### src/rtl/cdb_arbiter.sv
// cdb_arbiter
//   Producer end of the common data bus. Each functional unit drops its
//   completed results into a small private FIFO; a round-robin arbiter
//   moves one FIFO head per cycle onto the registered CDB outputs that feed
//   the reservation stations and the ROB.
//
// Ports
//   clk_in          clock, all state changes on the rising edge
//   rst_in          asynchronous active-low reset
//   flush_in        synchronous clear of all buffered results (mispredict)
//   fu_valid_in     [NUM_FU]       unit k offers a result
//   fu_rob_ix_in    [NUM_FU*3]     ROB index of unit k's result
//   fu_value_in     [NUM_FU*32]    result value of unit k (signed)
//   fu_dest_in      [NUM_FU*32]    destination/target of unit k (signed)
//   fu_stall_out    [NUM_FU]       unit k's FIFO is full
//   cdb_valid_out   CDB carries a result this cycle (one-cycle pulse)
//   cdb_rob_ix_out  broadcast ROB index
//   cdb_value_out   broadcast value
//   cdb_dest_out    broadcast destination/target
//
// Handshake: a result on unit k transfers at a rising edge when
// fu_valid_in[k]=1 and fu_stall_out[k]=0 (stall is the inverted ready) and
// flush_in=0. While stalled the unit must keep the same result presented.
// fu_stall_out depends only on registered FIFO occupancy, never on inputs.
module cdb_arbiter #(
   parameter int NUM_FU     = 3,
   parameter int FIFO_DEPTH = 2
) (
   input  logic                       clk_in,
   input  logic                       rst_in,
   input  logic                       flush_in,
   input  logic [NUM_FU-1:0]          fu_valid_in,
   input  logic [NUM_FU*3-1:0]        fu_rob_ix_in,
   input  logic signed [NUM_FU*32-1:0] fu_value_in,
   input  logic signed [NUM_FU*32-1:0] fu_dest_in,
   output logic [NUM_FU-1:0]          fu_stall_out,
   output logic                       cdb_valid_out,
   output logic [2:0]                 cdb_rob_ix_out,
   output logic signed [31:0]         cdb_value_out,
   output logic signed [31:0]         cdb_dest_out
);

   localparam int PW = $clog2(FIFO_DEPTH);
   localparam int CW = $clog2(FIFO_DEPTH + 1);
   localparam int IW = $clog2(NUM_FU);

   logic [2:0]         mem_rob   [NUM_FU][FIFO_DEPTH];
   logic signed [31:0] mem_value [NUM_FU][FIFO_DEPTH];
   logic signed [31:0] mem_dest  [NUM_FU][FIFO_DEPTH];

   logic [PW-1:0] head  [NUM_FU];
   logic [PW-1:0] tail  [NUM_FU];
   logic [CW-1:0] count [NUM_FU];

   logic [IW-1:0]     rr_ptr;
   logic [IW-1:0]     win_ix;
   logic [IW-1:0]     rr_next;
   logic              win_found;
   logic [NUM_FU-1:0] cand;
   logic [NUM_FU-1:0] full;
   logic [NUM_FU-1:0] push;
   logic [NUM_FU-1:0] pop;

   // Per-unit occupancy decode. A full FIFO refuses a push even if its head
   // pops on the same edge, so the stall never depends on the arbiter.
   always_comb begin
      cand = '0;
      full = '0;
      push = '0;
      for (int k = 0; k < NUM_FU; k++) begin
         cand[k] = (count[k] != '0);
         full[k] = (count[k] == CW'(FIFO_DEPTH));
         push[k] = fu_valid_in[k] && !full[k] && !flush_in;
      end
   end

   assign fu_stall_out = full;

   // Round-robin search starting at rr_ptr; only entries already stored
   // compete, so a result pushed this edge is never broadcast this edge.
   always_comb begin
      logic [IW:0]   sum;
      logic [IW-1:0] idx;
      sum       = '0;
      idx       = '0;
      win_found = 1'b0;
      win_ix    = '0;
      for (int i = 0; i < NUM_FU; i++) begin
         sum = {1'b0, rr_ptr} + (IW+1)'(i);
         if (sum >= (IW+1)'(NUM_FU)) begin
            sum = sum - (IW+1)'(NUM_FU);
         end
         idx = sum[IW-1:0];
         if (!win_found && cand[idx]) begin
            win_found = 1'b1;
            win_ix    = idx;
         end
      end
   end

   always_comb begin
      pop = '0;
      for (int k = 0; k < NUM_FU; k++) begin
         pop[k] = win_found && !flush_in && (win_ix == IW'(k));
      end
      rr_next = (win_ix == IW'(NUM_FU - 1)) ? '0 : win_ix + 1'b1;
   end

   // Result storage carries no reset; occupancy alone decides validity.
   always_ff @(posedge clk_in) begin
      for (int k = 0; k < NUM_FU; k++) begin
         if (push[k]) begin
            mem_rob[k][tail[k]]   <= fu_rob_ix_in[k*3 +: 3];
            mem_value[k][tail[k]] <= fu_value_in[k*32 +: 32];
            mem_dest[k][tail[k]]  <= fu_dest_in[k*32 +: 32];
         end
      end
   end

   always_ff @(posedge clk_in or negedge rst_in) begin
      if (!rst_in) begin
         for (int k = 0; k < NUM_FU; k++) begin
            head[k]  <= '0;
            tail[k]  <= '0;
            count[k] <= '0;
         end
         rr_ptr         <= '0;
         cdb_valid_out  <= 1'b0;
         cdb_rob_ix_out <= '0;
         cdb_value_out  <= '0;
         cdb_dest_out   <= '0;
      end else begin
         cdb_valid_out <= 1'b0;
         if (flush_in) begin
            // Drop everything buffered; rr_ptr and CDB data keep their values.
            for (int k = 0; k < NUM_FU; k++) begin
               head[k]  <= '0;
               tail[k]  <= '0;
               count[k] <= '0;
            end
         end else begin
            for (int k = 0; k < NUM_FU; k++) begin
               if (push[k]) begin
                  tail[k] <= tail[k] + 1'b1;
               end
               if (pop[k]) begin
                  head[k] <= head[k] + 1'b1;
               end
               if (push[k] && !pop[k]) begin
                  count[k] <= count[k] + 1'b1;
               end else if (pop[k] && !push[k]) begin
                  count[k] <= count[k] - 1'b1;
               end
            end
            if (win_found) begin
               cdb_valid_out  <= 1'b1;
               cdb_rob_ix_out <= mem_rob[win_ix][head[win_ix]];
               cdb_value_out  <= mem_value[win_ix][head[win_ix]];
               cdb_dest_out   <= mem_dest[win_ix][head[win_ix]];
               rr_ptr         <= rr_next;
            end
         end
      end
   end

endmodule

### config.mk
export PLATFORM = sky130hd
export DESIGN_NAME = cdb_arbiter
export DESIGN_NICKNAME = d
export VERILOG_FILES = /design/src/rtl/cdb_arbiter.sv
export SDC_FILE = /design/constraint.sdc
export NUM_CORES = 1
export LEC_CHECK = 0
export ABC_AREA = 1
export CORE_MARGIN = 2
export CORE_UTILIZATION = 49
export CTS_CLUSTER_DIAMETER = 40
export CTS_CLUSTER_SIZE = 25
export DETAILED_ROUTE_END_ITERATION = 8
export MAX_ROUTING_LAYER = met4
export PLACE_DENSITY = 0.76
export SLEW_MARGIN = 10
export SYNTH_ARGS = -nofsm -noshare
export SYNTH_HDL_FRONTEND = slang
export SYNTH_SLANG_ARGS = --single-unit
### constraint.sdc
create_clock -name clk_in -period 4.45 [get_ports clk_in]
set_input_delay 0.6675 -clock clk_in [delete_from_list [all_inputs] [get_ports clk_in]]
set_output_delay 0.6675 -clock clk_in [all_outputs]
set_load 0.005 [all_outputs]
==> implementation parameters <==
Parameter                              Value

CTS
  Clock latency at the later pin of the worst-skew pair    620 ps
  Maximum clock path buffer count    3
  Clock sink count    484
  Clock tree from TritonCTS    done
  Number of setup buffers added after CTS    0
  Clk slew on worst S/H paths    60 ps
  CTS buffer count    60
  Count of H-tree levels built during CTS    2
  Post-cts repair resize count    0
  Post-cts hold buffer count    0
  CTS root buffer    sky130_fd_sc_hd__clkbuf_16

Synth
  Top post-synthesis cells by count    sky130_fd_sc_hd__nand2_1, sky130_fd_sc_hd__edfxtp_1, sky130_fd_sc_hd__nand3_1
  Post-Syn Area    19800 um^2
  Number of library cell types mapped by synthesis    28
  Cells taking the most area after synthesis    sky130_fd_sc_hd__edfxtp_1, sky130_fd_sc_hd__nand2_1, sky130_fd_sc_hd__dfrtp_1, sky130_fd_sc_hd__nand3_1, sky130_fd_sc_hd__nor2_1
  Prevailing post-synth register cell    sky130_fd_sc_hd__edfxtp_1
  Sequential fraction of the synthesis area    0.714
  Count of synthesis-stage warnings from yosys    0
  Post-synth net total    2014
  Largest area contributor in the synthesized netlist    sky130_fd_sc_hd__edfxtp_1
  Dominant cell by count in the synthesized netlist    sky130_fd_sc_hd__nand2_1
  Fraction of synthesis flops using an asynchronous set or reset pin    0.169
  Average size of a mapped cell    11.0 um^2
  Count of flip-flops with a built-in enable after synthesis    402
  Count of state elements after synthesis    484
  Fraction of post-synthesis cell area in the top cell type by area    0.610
  Syn Inst Count    1804

Critical path
  Count of cells along the worst register-to-register path    16
  End of the worst register-to-register path    cdb_dest_out[6]$_DFFE_PN0P_
  Arrival time of the worst setup path    4380 ps
  Slowest cell on crit path    sky130_fd_sc_hd__buf_4
  Reg-to-reg slack, setup    620 ps
  Most used cell along the critical path    sky130_fd_sc_hd__nand2_1
  WS Path Type    reg -> reg
  Maximum net fanout on the critical path    88
  Sort of element at the end of the critical path    flip-flop
  List of cells traversed by the critical path    inv_1 -> ha_1 -> inv_2 -> nand2_1 -> nand3_1 -> nand2_1 -> nor2_2 -> nand3_1 -> nand2_4 -> buf_4 -> buf_4 -> nand2_1 -> a21boi_0 -> nand2_1 -> nand3_1 -> nand2_1
  Critical path required time    5000 ps
  Max incr delay on CP    890 ps
  Startpoint of the worst-slack reg-to-reg timing path    rr_ptr[0]$_DFFE_PN0P_
  Critical Path Start Type    flip-flop

Global route
  Wire length of the first global-routing pass    83200 um
  Number of global-route vias before repair    14.8k
  Pin count of the biggest net entering global routing    99
  Number of antenna violations at the first check in global routing    9
  GRT Total Usage    0.272
  Total global routing overflow    0

Detailed routing
  Remaining design rule violation count    0
  Via/cell ratio    5.40
  Via count    14.4k
  Wire length after detailed routing    54500 um
  Post-detailed-route count of antenna-violating nets    0
  DRT Pass-1 Iters    5
  Average wire length per cell after detail routing    20.4 um
  DR iter-0 viols    1256

Pwr
  Leak pwr    10.2 nW
  NetSw    9.69 mW
  Pwr dens    864 nW/um^2
  Combinational fraction of design power    0.499
  Max IR drop VDD    0.00110 V
  Internal Power    12.0 mW
  Fraction of power consumed by the clock network    0.225
  Switching part of the total    0.446
  Power share of the sequential group    0.276

Timing
  Max Clk Rate    0.261 GHz
  Worst Clk Skew    30.4 ps
  RSZ-0062 raised after global routing    false
  Worst max-slew margin expressed relative to the limit    0.266
  Final-layout setup total negative slack    0 ps
  Minimum setup slack in the final design    622 ps
  Final worst-path cycle share    0.860
  Hold violation total from the final report    0
  Slew at the pin closest to its max-slew limit    1100 ps
  Pins Over Slew Limit    0
  Shortest period the worst path allows    3830 ps
  Number of setup violations in the final report    0

Layout
  Utilization of the core after routing    0.631
  Count of filler cells inserted in the layout    3021
  Multi-input gate area    4850 um^2
  Layout overhead on the synthesized area    27.0%
  Register Area    14100 um^2
  Final net count    2288
  Fraction of layout instances using a drive strength above 1    0.0719

Floorplanning
  Total Die Area    42000 um^2
  Cell row count    73
  Vert. Die Dim    205 um
  Die W    205 um
  Initial standard-cell utilization of the core    0.497
  Ports    278
  Area of the core    39800 um^2

Place
  PortBufs    277
  Routability congestion estimate    0.858
  Detail Placement HPWL    31700 um
  Post-place setup slack    765 ps

Run status
  Status    completed

Job
  Count of maximum capacitance violations    0

Worst hold path
  Hold Crit Class    in -> async
## routing by layer
metal / track usage / share of wire / up-vias
li1: - / - / 6577
met1: 0.332 / 0.38 / 6917
met2: 0.449 / 0.50 / 757
met3: 0.0441 / 0.084 / 122
met4: 0.122 / 0.035 / 0
met5: - / 0 / -
## cell type report
| class | count | share of cell area |
|---|---|---|
| diodes | 10 | 0.000996 |
| clock buffers | 78 | 0.0652 |
| well taps | 525 | 0.0261 |
| repair buffers | 304 | 0.120 |
| flip-flops and latches | 484 | 0.562 |
| clock inverters | 35 | 0.0160 |
| multi-input cells | 1121 | 0.193 |
| inverters | 107 | 0.0160 |
## critical path, delay by kind of cell (launching register included)
kind            cells  cell delay [ps]
simple gates       10             1190
fa+ha+maj           1              350
compound gates      1              190
buf+inv             4             1530
flops               1              400
## how the worst max path moves through the flow
stage,start,end,cells past startpoint
2_1_floorplan,flush_in,mem_dest[0][32]$_DFFE_PP_,4
3_3_place_gp,rr_ptr[0]$_DFFE_PN0P_,cdb_value_out[9]$_DFFE_PN0P_,17
3_5_place_dp,rr_ptr[0]$_DFFE_PN0P_,cdb_dest_out[6]$_DFFE_PN0P_,16
4_1_cts,rr_ptr[0]$_DFFE_PN0P_,cdb_value_out[24]$_DFFE_PN0P_,19
5_1_grt,rr_ptr[0]$_DFFE_PN0P_,cdb_dest_out[6]$_DFFE_PN0P_,16
6_report,rr_ptr[0]$_DFFE_PN0P_,cdb_dest_out[6]$_DFFE_PN0P_,16
## flip-flops by register name, summed over array words and instances (netlist names), 6 cells and up
| register | flops |
|---|---|
| cdb_dest_out | 32 |
| cdb_value_out | 32 |
| count | 6 |
| mem_dest | 192 |
| mem_rob | 18 |
| mem_value | 192 |
## power groups by stage
stage	Sequential (mW)	Clock, mW	Combinational, mW
2_1_floorplan	6.01	0	7.54
3_3_place_gp	6.04	0	10.3
3_5_place_dp	6.06	0	10.7
4_1_cts	5.98	4.94	10.8
5_1_grt	6.04	5.13	12.2
6_report	5.99	4.89	10.8
## stage by stage
| stage | cells | total power [mW] | hold slack (ps) | instance area (um^2) |
|---|---|---|---|---|
| after detailed placement | 2541 | 16.8 | 466 | 23100 |
| final | 2664 | 21.7 | 257 | 25100 |
| after global routing | 2663 | 23.4 | 324 | 25100 |
| after floorplan | 1804 | 13.6 | 372 | 19800 |
| after CTS | 2654 | 21.8 | 274 | 25100 |
| after global placement | 2541 | 16.4 | 464 | 23100 |
## layout by cell type (no fill, tap or decap), types with 3 or more instances in the layout
cell | synthesis | layout
sky130_fd_sc_hd__buf_4 | 17 | 24
sky130_fd_sc_hd__nand2_1 | 625 | 622
sky130_fd_sc_hd__edfxtp_1 | 402 | 402
sky130_fd_sc_hd__a21boi_0 | 37 | 37
sky130_fd_sc_hd__clkinvlp_4 | 0 | 7
sky130_fd_sc_hd__dfrtp_1 | 82 | 82
sky130_fd_sc_hd__nand3_1 | 235 | 235
sky130_fd_sc_hd__o21ai_1 | 6 | 6
sky130_fd_sc_hd__inv_8 | 0 | 5
sky130_fd_sc_hd__clkinv_1 | 1 | 3
sky130_fd_sc_hd__clkinv_4 | 0 | 5
sky130_fd_sc_hd__inv_6 | 0 | 7
sky130_fd_sc_hd__clkinv_2 | 0 | 4
sky130_fd_sc_hd__clkbuf_8 | 0 | 7
sky130_fd_sc_hd__bufinv_16 | 0 | 5
sky130_fd_sc_hd__ha_1 | 3 | 3
sky130_fd_sc_hd__nor2_1 | 182 | 176
sky130_fd_sc_hd__nor2_4 | 0 | 6
sky130_fd_sc_hd__diode_2 | 0 | 10
sky130_fd_sc_hd__nand2_4 | 0 | 6
sky130_fd_sc_hd__inv_2 | 6 | 5
sky130_fd_sc_hd__inv_1 | 100 | 100
sky130_fd_sc_hd__clkdlybuf4s50_1 | 0 | 276
sky130_fd_sc_hd__nor2_2 | 3 | 3
sky130_fd_sc_hd__clkbuf_1 | 28 | 11
sky130_fd_sc_hd__clkbuf_16 | 0 | 60
sky130_fd_sc_hd__o21ai_0 | 11 | 11
sky130_fd_sc_hd__buf_12 | 0 | 4
sky130_fd_sc_hd__o22ai_1 | 3 | 3
## cells by family (layout without fill, tap and decap cells)
| kind of cell | after synthesis | after routing | share of synthesized area |
|---|---|---|---|
| and+or+nand+nor | 1055 | 1055 | 0.218 |
| other | 0 | 10 | 0 |
| AOI/OAI and AO/OA | 61 | 61 | 0.0207 |
| DFF | 484 | 484 | 0.714 |
| xor gates and xnor gates | 2 | 2 | 0.000885 |
| buffers and inverters | 199 | 524 | 0.0451 |
| adders and majority gates | 3 | 3 | 0.00190 |
(Power assumes the default switching activity.)
